[src/rtl/bcd_pkg.sv]
// Shared BCD digit types, limits and step helpers.
// Used by the digit register and the N-digit counter top.
package bcd_pkg;

    localparam logic [3:0] BCD_MAX = 4'd9;
    localparam logic [3:0] BCD_MIN = 4'd0;

    typedef logic [3:0] bcd_t;

    function automatic logic bcd_valid(input bcd_t d);
        return d <= BCD_MAX;
    endfunction

    // Returns {carry, next}; carry means the digit sat at its limit
    // for this direction and rolled over to the opposite limit.
    function automatic logic [4:0] bcd_step(input bcd_t d, input logic up);
        logic [4:0] r;
        if (up) begin
            if (d >= BCD_MAX) r = {1'b1, BCD_MIN};
            else              r = {1'b0, d + 4'd1};
        end else begin
            if (d == BCD_MIN) r = {1'b1, BCD_MAX};
            else              r = {1'b0, d - 4'd1};
        end
        return r;
    endfunction

endpackage

[src/rtl/bcd_counter_ndig_digit.sv]
// One BCD digit register: forced value, single step, or hold.
// Reports its limits and the carry/borrow for the ripple chain.
module bcd_digit
    import bcd_pkg::*;
(
    input  logic clk,
    input  logic rst,
    input  logic set_en,
    input  bcd_t set_val,
    input  logic step_en,
    input  logic up,
    output bcd_t digit,
    output logic at_max,
    output logic at_min,
    output logic carry
);

    bcd_t       digit_q;
    bcd_t       digit_d;
    logic [4:0] step_r;

    // Next digit: a forced value beats stepping; otherwise hold
    always_comb begin
        step_r  = bcd_step(digit_q, up);
        digit_d = digit_q;
        if (set_en) begin
            digit_d = set_val;
        end else if (step_en) begin
            digit_d = step_r[3:0];
        end
    end

    // Digit register, cleared immediately by reset
    always_ff @(posedge clk or posedge rst) begin
        if (rst) begin
            digit_q <= BCD_MIN;
        end else begin
            digit_q <= digit_d;
        end
    end

    assign digit  = digit_q;
    assign at_max = (digit_q == BCD_MAX);
    assign at_min = (digit_q == BCD_MIN);
    assign carry  = step_r[4];

endmodule

[src/rtl/bcd_counter_ndig.sv]
// N-digit up/down BCD counter with clear, load, saturate/wrap,
// combinational terminal count and registered wrap/load-error pulses.
module bcd_counter_ndig
    import bcd_pkg::*;
#(
    parameter int DIGITS   = 3,
    parameter int SATURATE = 0
) (
    input  logic                clk,
    input  logic                rst,
    input  logic                en,
    input  logic                up_dn,
    input  logic                clr,
    input  logic                load,
    input  logic [4*DIGITS-1:0] load_val,
    output logic [4*DIGITS-1:0] count,
    output logic                tc,
    output logic                wrapped,
    output logic                load_err
);

    logic [DIGITS-1:0]   at_max;
    logic [DIGITS-1:0]   at_min;
    logic [DIGITS-1:0]   carry;
    logic [DIGITS-1:0]   step_en;
    logic [4*DIGITS-1:0] set_val;
    logic                set_en;
    logic                bad_load;
    logic                at_limit;
    logic                step_ok;
    logic                ripple;
    logic                wrapped_q;
    logic                wrapped_d;
    logic                load_err_q;
    logic                load_err_d;

    // Clear/load value: invalid load digits become 0 and flag an error
    always_comb begin
        set_en   = clr | load;
        set_val  = '0;
        bad_load = 1'b0;
        for (int k = 0; k < DIGITS; k++) begin
            if (!bcd_valid(load_val[4*k +: 4])) begin
                bad_load = 1'b1;
            end else if (!clr) begin
                set_val[4*k +: 4] = load_val[4*k +: 4];
            end
        end
    end

    // Limit detect, saturate gate and ripple-enable chain
    always_comb begin
        at_limit = up_dn ? (&at_max) : (&at_min);
        step_ok  = en & ~((SATURATE != 0) & at_limit);
        ripple   = step_ok;
        step_en  = '0;
        for (int k = 0; k < DIGITS; k++) begin
            step_en[k] = ripple;
            ripple     = ripple & carry[k];
        end
    end

    // Pulse flags: set for one cycle after a wrap or a bad load
    always_comb begin
        wrapped_d  = (SATURATE == 0) & en & at_limit & ~clr & ~load;
        load_err_d = ~clr & load & bad_load;
    end

    // Pulse flag registers
    always_ff @(posedge clk or posedge rst) begin
        if (rst) begin
            wrapped_q  <= 1'b0;
            load_err_q <= 1'b0;
        end else begin
            wrapped_q  <= wrapped_d;
            load_err_q <= load_err_d;
        end
    end

    for (genvar g = 0; g < DIGITS; g++) begin : g_dig
        bcd_digit u_digit (
            .clk     (clk),
            .rst     (rst),
            .set_en  (set_en),
            .set_val (set_val[4*g +: 4]),
            .step_en (step_en[g]),
            .up      (up_dn),
            .digit   (count[4*g +: 4]),
            .at_max  (at_max[g]),
            .at_min  (at_min[g]),
            .carry   (carry[g])
        );
    end

    assign tc       = en & at_limit;
    assign wrapped  = wrapped_q;
    assign load_err = load_err_q;

endmodule
[config.mk]
export PLATFORM = sky130hd
export DESIGN_NAME = bcd_counter_ndig
export DESIGN_NICKNAME = d
export VERILOG_FILES = /design/src/rtl/bcd_pkg.sv /design/src/rtl/bcd_counter_ndig_digit.sv /design/src/rtl/bcd_counter_ndig.sv
export SDC_FILE = /design/constraint.sdc
export NUM_CORES = 1
export LEC_CHECK = 0
export ABC_CLOCK_PERIOD_IN_PS = 3000
export BUFFER_PORTS_ARGS = -buffer_cell sky130_fd_sc_hd__buf_2
export CORE_MARGIN = 2
export CORE_UTILIZATION = 35
export CTS_CLUSTER_DIAMETER = 40
export DETAILED_ROUTE_END_ITERATION = 8
export PLACE_DENSITY = 0.67
export SETUP_SLACK_MARGIN = 0.4
export SLEW_MARGIN = 20
export SYNTH_ARGS = -nofsm -noshare
export SYNTH_HDL_FRONTEND = slang
export SYNTH_SLANG_ARGS = --single-unit
[constraint.sdc]
create_clock -name clk -period 3 [get_ports clk]
set_input_delay 0.6 -clock clk [delete_from_list [all_inputs] [get_ports clk]]
set_output_delay 0.6 -clock clk [all_outputs]
set_load 0.05 [all_outputs]
# Yosys cells after proc, flatten, opt, wreduce, memory -nomap -nowiden

Cells that the tools add are included.

$add $sub $neg: 6
Magnitude comparators: 6
Equality and inequality tests: 3
Mux-type cells: 25
Bitwise gates (word level): 10
Reduce and logical (&&, ||, !) cells: 8

Operators with widths:

| kind                | count |
|---|---|
| $mux 4              | 15 |
| $mux 5              | 6 |
| $add 4x1->4 const B | 3 |
| $eq 4x4->1 const B  | 3 |
| $ge 4x4->1 const B  | 3 |
| $le 4x4->1 const B  | 3 |
| $logic_not 4->1     | 3 |
| $sub 4x1->4 const B | 3 |
| $and 1x1->1         | 7 |
| $reduce_and 3->1    | 2 |
| $reduce_bool 2->1   | 3 |
| $mux 1              | 4 |
| $not 1->1           | 2 |
| $or 1x1->1          | 1 |

Bits in registers: 14
Input port bits: 18

# Longest topological paths before layout

Gate-level depths: netlist of the first run.

Word-level depth: 7
Gate-level depth with buffers: 7

# Cells and area by module

Synthesis of the first run repeated with hierarchy kept, for this count alone.

Cell total of the unflattened synthesis: 188
Area, all modules: 1595.3 um^2

Modules (own cells, without submodules):

| module           | instances | cells an instance | area each (um^2) |
|---|---|---|---|
| bcd_digit        | 3         | 53                | 442.9 |
| bcd_counter_ndig | 1         | 29                | 266.5 |

# Worst setup path before layout of the first run

OpenSTA, ideal clock, no wires.

Path kind: register -> output
Start point: reg g_dig[1].u_digit.digit_q[0]
End point: out tc
Arrival time: 2445 ps
Slack: -45 ps
Cell stages (with the launch flop): 6
Buffers on the path: 0
Path through: dfrtp_1 -> ha_1 -> nand4b_1 -> nor3_1 -> a31oi_1 -> nor3_1

Longest elaborated chain between the ends: 4
Elaborated cells between the ends (all ways): 6

RTL lines:

| what                                                 | RTL line                                                   | source |
|---|---|---|
| from (decl)                                          | bcd_counter_ndig_digit.sv:18                               | `bcd_t digit_q;` |
| from (signal assigned)                               | bcd_counter_ndig_digit.sv:38                               | `digit_q <= digit_d;` |
| $eq 4x4->1 / $logic_not 4->1 (equally long branches) | bcd_counter_ndig_digit.sv:43, bcd_counter_ndig_digit.sv:44 |  |
| $reduce_and 3->1                                     | bcd_counter_ndig.sv:53                                     | `at_limit = up_dn ? (&at_max) : (&at_min);` |
| $mux 1 *                                             | bcd_counter_ndig.sv:53                                     |  |
| $and 1x1->1 *                                        | bcd_counter_ndig.sv:95                                     | `assign tc = en & at_limit;` |
| to (decl)                                            | bcd_counter_ndig.sv:17                                     | `output logic tc,` |

Every way passes the cells marked *; elsewhere a longest branch is shown, timed or not.

# Worst setup path after layout of the first run

Start point: reg g_dig[2].u_digit.digit_q[1]
End point: out tc

Longest elaborated chain between the ends: 4
Elaborated cells between the ends (all ways): 6

RTL lines:

| what                                                 | RTL line |
|---|---|
| from (decl)                                          | bcd_counter_ndig_digit.sv:18 |
| from (signal assigned)                               | bcd_counter_ndig_digit.sv:38 |
| $eq 4x4->1 / $logic_not 4->1 (equally long branches) | bcd_counter_ndig_digit.sv:43, bcd_counter_ndig_digit.sv:44 |
| $reduce_and 3->1                                     | bcd_counter_ndig.sv:53 |
| $mux 1 *                                             | bcd_counter_ndig.sv:53 |
| $and 1x1->1 *                                        | bcd_counter_ndig.sv:95 |

Marks and branches as above.

==> results of run 1 <==
[sequential cells by signal, indices dropped and copies added (netlist names)]
register and flops:
g_dig.u_digit.digit 12, load_err 1, wrapped 1
[area by class of cell]
class	instances	area, um2
sequential	14	352
inverter	10	40.0
fill	428	2280
multi-input combinational	145	1010
timing repair buffer	32	166
tap	50	62.6
clock buffer	4	55.1
[power breakdown]
part	total (mW)	leakage (nW)	internal, mW	switching [mW]
Sequential	0.246	0.182	0.205	0.0409
Combinational	0.295	0.503	0.103	0.192
Clock	0.195	0.0288	0.116	0.0786
[metal layers]
layer | vias up | share of wire
met2 | 38 | 0.46
met3 | 6 | 0.039
met4 | 0 | 0.022
met1 | 704 | 0.48
li1 | 716 | -
met5 | - | 0
[final timing paths]
check / start / end / cells after the start
worst max-delay path: g_dig[2].u_digit.digit[1] / tc / 7
worst min-delay path: rst / load_err / 2
worst max register to register: g_dig[0].u_digit.digit[1] / g_dig[2].u_digit.digit[1] / 7
worst min register to register: g_dig[2].u_digit.digit[1] / g_dig[2].u_digit.digit[1] / 1
max in group asynchronous: rst / g_dig[1].u_digit.digit[1] / 2
min in group clk: clr / g_dig[0].u_digit.digit[2] / 2
[logic make-up (layout without fill, tap and decap cells)]
logic type,Yosys count,after routing
AO/OA/AOI/OAI,66,66
XOR/XNOR,1,1
adder cells (fa/ha/maj),12,12
buffers and inverters,20,46
flip-flops,14,14
AND/OR/NAND/NOR,66,66
[critical path, cell delays in order, from the launching register on]
cell      delay [ps]
dfrtp_1          430
inv_1            160
ha_1             210
nand4b_1         120
nor3_2           210
a31oi_2          150
nor3_4           160
buf_6            180
[synthesized netlist by cell type, types with 2 or more instances]
library cell | n | area [um2]
nor2_1 | 14 | 52.6
inv_1 | 9 | 33.8
a21oi_4 | 2 | 32.5
o21a_1 | 2 | 15.0
a211oi_1 | 3 | 22.5
o21ai_1 | 2 | 10.0
nand2b_1 | 9 | 56.3
nand2_1 | 11 | 41.3
ha_1 | 12 | 150
nor4_1 | 3 | 18.8
nand3_1 | 8 | 40.0
o31ai_1 | 3 | 22.5
clkbuf_1 | 5 | 18.8
a31oi_1 | 8 | 50.1
o21ai_0 | 13 | 65.1
buf_2 | 2 | 10.0
nor3_1 | 9 | 45.0
a21oi_1 | 12 | 60.1
a21o_1 | 2 | 15.0
or3b_4 | 2 | 22.5
o32a_1 | 2 | 20.0
dfrtp_1 | 14 | 350
[metrics by stage]
step,power [mW],utilization
global placement,0.537,0.406
CTS,0.734,0.421
floorplan,0.468,-
global route,0.780,0.425
finish,0.736,0.425
detailed placement,0.538,0.406
==> impl_metrics.py, run 1 <==
metrics = {
    "grt": {
        "use_met1": 0.253,
        "grt_pass1_vias": 1309,
        "gr-total-overflow": 0,
        "track_usage": 0.181,
        "antenna_found_initial": 0,
        "use_met2": 0.288,
        "grt_max_degree": 22,
        "grt.busiest_layer": "met2",
        "gr-usage-met3": 0.0197,
        "grt_pass1_wl_um": 6370,
    },
    "placed_design": {
        "pre_cts_slack_ps": 630,
        "portBuffers": 32,
        "place_inst": 251,
        "dp_hpwl_um": 2860,
        "postPlaceCellArea_um2": 1610,
        "globalplace.congestion": 0.921,
    },
    "cts": {
        "root_buffer": "clkbuf_8",
        "numCtsBuffers": 3,
        "clkLatencyLatePin_ps": 250,
        "cts_tree": "built",
        "cts.sinks": 14,
        "cts_max_path_buffers": 2,
        "cts_resized": 1,
        "post-cts-setup-buffers": 0,
        "h-tree-depth": 1,
        "hold_buffers": 0,
        "clkTransAtPathRegs_ps": 70,
    },
    "die": {
        "start_util": 0.360,
        "ios": 33,
        "core_area_um2": 3970,
        "die_area_um2": 4610,
        "die_w_um": 67.9,
        "num_rows": 23,
        "die_y_um": 67.9,
    },
    "routing": {
        "vias_per_cell": 5.74,
        "drc": 0,
        "antenna_left": 0,
        "wl_per_cell_um": 15.2,
        "drt-initial-drc-count": 100,
        "route.vias.total": 1464,
        "totalWireLength_um": 3880,
        "dr.pass1.iters": 4,
    },
    "sta": {
        "setup_tns_ps": 0,
        "slew_viol_final": 0,
        "layout_setup_ws_ps": 521,
        "min_period_ps": 2480,
        "setup_viol": 0,
        "fin_skew_ps": 7.29,
        "rsz0062_at_grt": "no",
        "hold_slack_ps": 396,
        "max-slew-margin-rel": 0.610,
        "max_freq_mhz": 403,
        "tightest_slew_ps": 585,
        "hold_viol_final": 0,
        "min_period_over_period": 0.826,
    },
    "critical_path": {
        "cp_max_fo": 5,
        "setup.worst_path.end_class": "output port",
        "worstPathRequired_ps": 2400,
        "critPathLaunchType": "register",
        "rrSetupSlack_ps": 820,
        "crit_type": "register to output port",
        "worstPathArrival_ps": 1880,
    },
    "run_status": {
        "status": "finished clean",
    },
    "synthesis": {
        "synth_xor_area_frac": 0.00613,
        "syn_avg_cell_area_um2": 7.98,
        "ys_seq_elements": 14,
        "synth_compound_gate_area_share": 0.322,
        "seq_area_frac_synth": 0.245,
        "synthAdderAreaFrac": 0.105,
        "synth-simple-area-share": 0.257,
        "synth_edf_count": 0,
        "postSynth.asyncResetShare": 1.00,
        "syn-num-nets": 209,
        "synth_top_family_by_area": "compound AO/OA/AOI/OAI gates",
        "synth_cell_types": 54,
        "ys_warn_count": 0,
        "muxShareOfSynthArea": 0,
        "synth-main-ff-cell": "dfrtp_1",
        "syn_area_um2": 1430,
        "syn_inst": 179,
    },
    "power_and_ir_drop": {
        "p_per_area_nw_per_um2": 436,
        "p_leak_nw": 0.714,
        "ir_drop_mv": 0.145,
    },
    "final_layout": {
        "final_cell_mix": "buf_2 (31), nor2_1 (14), o21ai_0 (13), dfrtp_1 (13)",
        "nNetsFinal": 236,
        "synthToLayoutAreaGrowth_pct": 18.2,
        "final_cells": 255,
        "drive_gt1_frac": 0.259,
        "n_antenna_cell": 0,
        "final_common_cell": "buf_2",
        "fin_area_um2": 1690,
    },
    "job": {
        "maxCapViolations": 0,
    },
    "hold_path": {
        "hold_path.class": "input pin to async pin",
    },
}
(Power assumes the default switching activity.)
==> inputs of run 2 (changes only) <==
Settings changed: ABC_CLOCK_PERIOD_IN_PS 3000 to 2200, PLACE_DENSITY 0.67 to 0.69.
Clock period 3 ns to 2.2 ns, I/O delays scaled along.
==> run 2 against run 1 <==
Core utilization rose by 8.4 points; critical endpoint unchanged; design area rose by 20%; wire length rose by 14%; first-iteration DRC count fell by 12%; total power rose by 49%; clock skew fell by 3.2 ps.
==> impl_metrics.py, run 2 (synthesis results as in run 1) <==
metrics = {
    "routing": {
        "route.vias.total": 1601,
        "vias_per_cell": 5.78,
        "dr.pass1.iters": 4,
        "drt-initial-drc-count": 88,
        "wl_per_cell_um": 16.0,
        "totalWireLength_um": 4440,
        "antenna_left": 0,
        "drc": 0,
    },
    "critical_path": {
        "worstPathArrival_ps": 1700,
        "setup.worst_path.end_class": "output port",
        "r2r-start": "g_dig[0].u_digit.digit[0]",
        "rrSetupSlack_ps": 140,
        "critPathLaunchType": "register",
        "r2r_cells": 8,
        "crit_type": "register to output port",
        "path_cells": "inv_4 > ha_4 > nor3b_4 > o21ai_4 > nor3_4 > buf_6",
        "cp_max_fo": 4,
        "critPathSlowestCell": "dfrtp_4",
        "cp-endpoint": "tc",
        "reg2reg_to": "g_dig[1].u_digit.digit[1]",
        "max_stage_delay_ps": 510,
        "startpoint": "g_dig[0].u_digit.digit[0]",
        "worstPathRequired_ps": 1760,
    },
    "grt": {
        "grt_max_degree": 17,
        "antenna_found_initial": 0,
        "grt_pass1_wl_um": 6690,
        "grt_pass1_vias": 1369,
        "track_usage": 0.193,
        "gr-total-overflow": 0,
    },
    "power_and_ir_drop": {
        "ir_drop_mv": 0.245,
        "power_mw": 1.10,
        "p_per_area_nw_per_um2": 541,
        "p_leak_nw": 0.825,
    },
    "cts": {
        "h-tree-depth": 1,
        "root_buffer": "clkbuf_8",
        "clkTransAtPathRegs_ps": 60,
        "cts_tree": "built",
        "hold_buffers": 0,
        "cts_max_path_buffers": 2,
        "clkLatencyLatePin_ps": 250,
        "numCtsBuffers": 3,
        "cts.sinks": 14,
    },
    "final_layout": {
        "fin_area_um2": 2020,
        "final-seq-area_um2": 367,
        "synthToLayoutAreaGrowth_pct": 41.7,
        "multi_input_area_um2": 1160,
        "drive_gt1_frac": 0.445,
        "final_cells": 277,
        "nNetsFinal": 258,
        "final_cell_mix": "buf_2 (31), buf_4 (20), nor2_1 (14)",
        "largest_register_ff_count": 12,
        "n_antenna_cell": 0,
        "final_common_cell": "buf_2",
        "fillers": 382,
    },
    "placed_design": {
        "portBuffers": 32,
        "place_inst": 261,
        "globalplace.congestion": 0.856,
        "dp_hpwl_um": 3160,
        "postPlaceCellArea_um2": 1800,
    },
    "die": {
        "core_area_um2": 3970,
        "die_area_um2": 4610,
        "die_w_um": 67.9,
        "ios": 33,
        "die_y_um": 67.9,
        "start_util": 0.360,
        "num_rows": 23,
    },
    "sta": {
        "fin_skew_ps": 4.10,
        "max_freq_mhz": 467,
        "setup_viol": 0,
        "hold_slack_ps": 259,
        "tightest_slew_ps": 626,
        "slew_viol_final": 0,
        "min_period_ps": 2140,
        "max-slew-margin-rel": 0.582,
        "rsz0062_at_grt": "yes",
        "hold_viol_final": 0,
        "setup_tns_ps": 0,
        "min_period_over_period": 0.974,
    },
    "run_status": {
        "status": "finished clean",
    },
    "hold_path": {
        "hold_path.class": "input pin to async pin",
    },
    "job": {
        "maxCapViolations": 0,
    },
}
run 2: worst min path at each step:
stage	from	endpoint	slack [ps]	depth (start not counted)
floorplan	rst	g_dig[0].u_digit.digit[3]	330	1
global placement	rst	load_err	540	2
detailed placement	rst	load_err	550	2
global route	rst	wrapped	310	2
finish	rst	g_dig[0].u_digit.digit[3]	260	2
CTS	rst	wrapped	280	2
run 2: cell type report:
class                      count  share of cell area
multi-input combinational    145               0.572
tap                           50              0.0309
clock buffer                   4              0.0222
sequential                    14               0.181
timing repair buffer          54               0.167
inverter                      10              0.0260
run 2: per-stage QoR:
stage / utilization / worst slack [ps]
2_1_floorplan: - / 134
3_3_place_gp: 0.452 / 195
3_5_place_dp: 0.452 / 167
4_1_cts: 0.485 / 66.7
5_1_grt: 0.510 / -20.0
6_report: 0.510 / 56.7
run 2: timing repair:
item,in CTS,in global routing
resized for setup,10,10
setup buffers,6,6
pin swaps,2,11
setup endpoints to repair,12,13
run 2: metal layers:
metal  GRT usage  up-vias  routed length [um]
li1            -      768                   -
met1       0.265      761                1900
met2       0.313       66                2140
met3      0.0313        6                 327
met4      0.0550        0                  64
met5           0        -                   0
run 2: where the power goes:
group	switching [mW]	total [mW]	internal, mW
clock	0.0990	0.227	0.128
sequential	0.0376	0.323	0.286
combinational	0.328	0.546	0.217
total	0.465	1.10	0.631
run 2: critical path: cells and delay by family, from the launching register on:
family	cells	cell delay [ps]
DFF	1	510
and+or+nand+nor	2	420
adders and majority gates	1	140
buffers and inverters	2	260
AOI/OAI and AO/OA	1	120
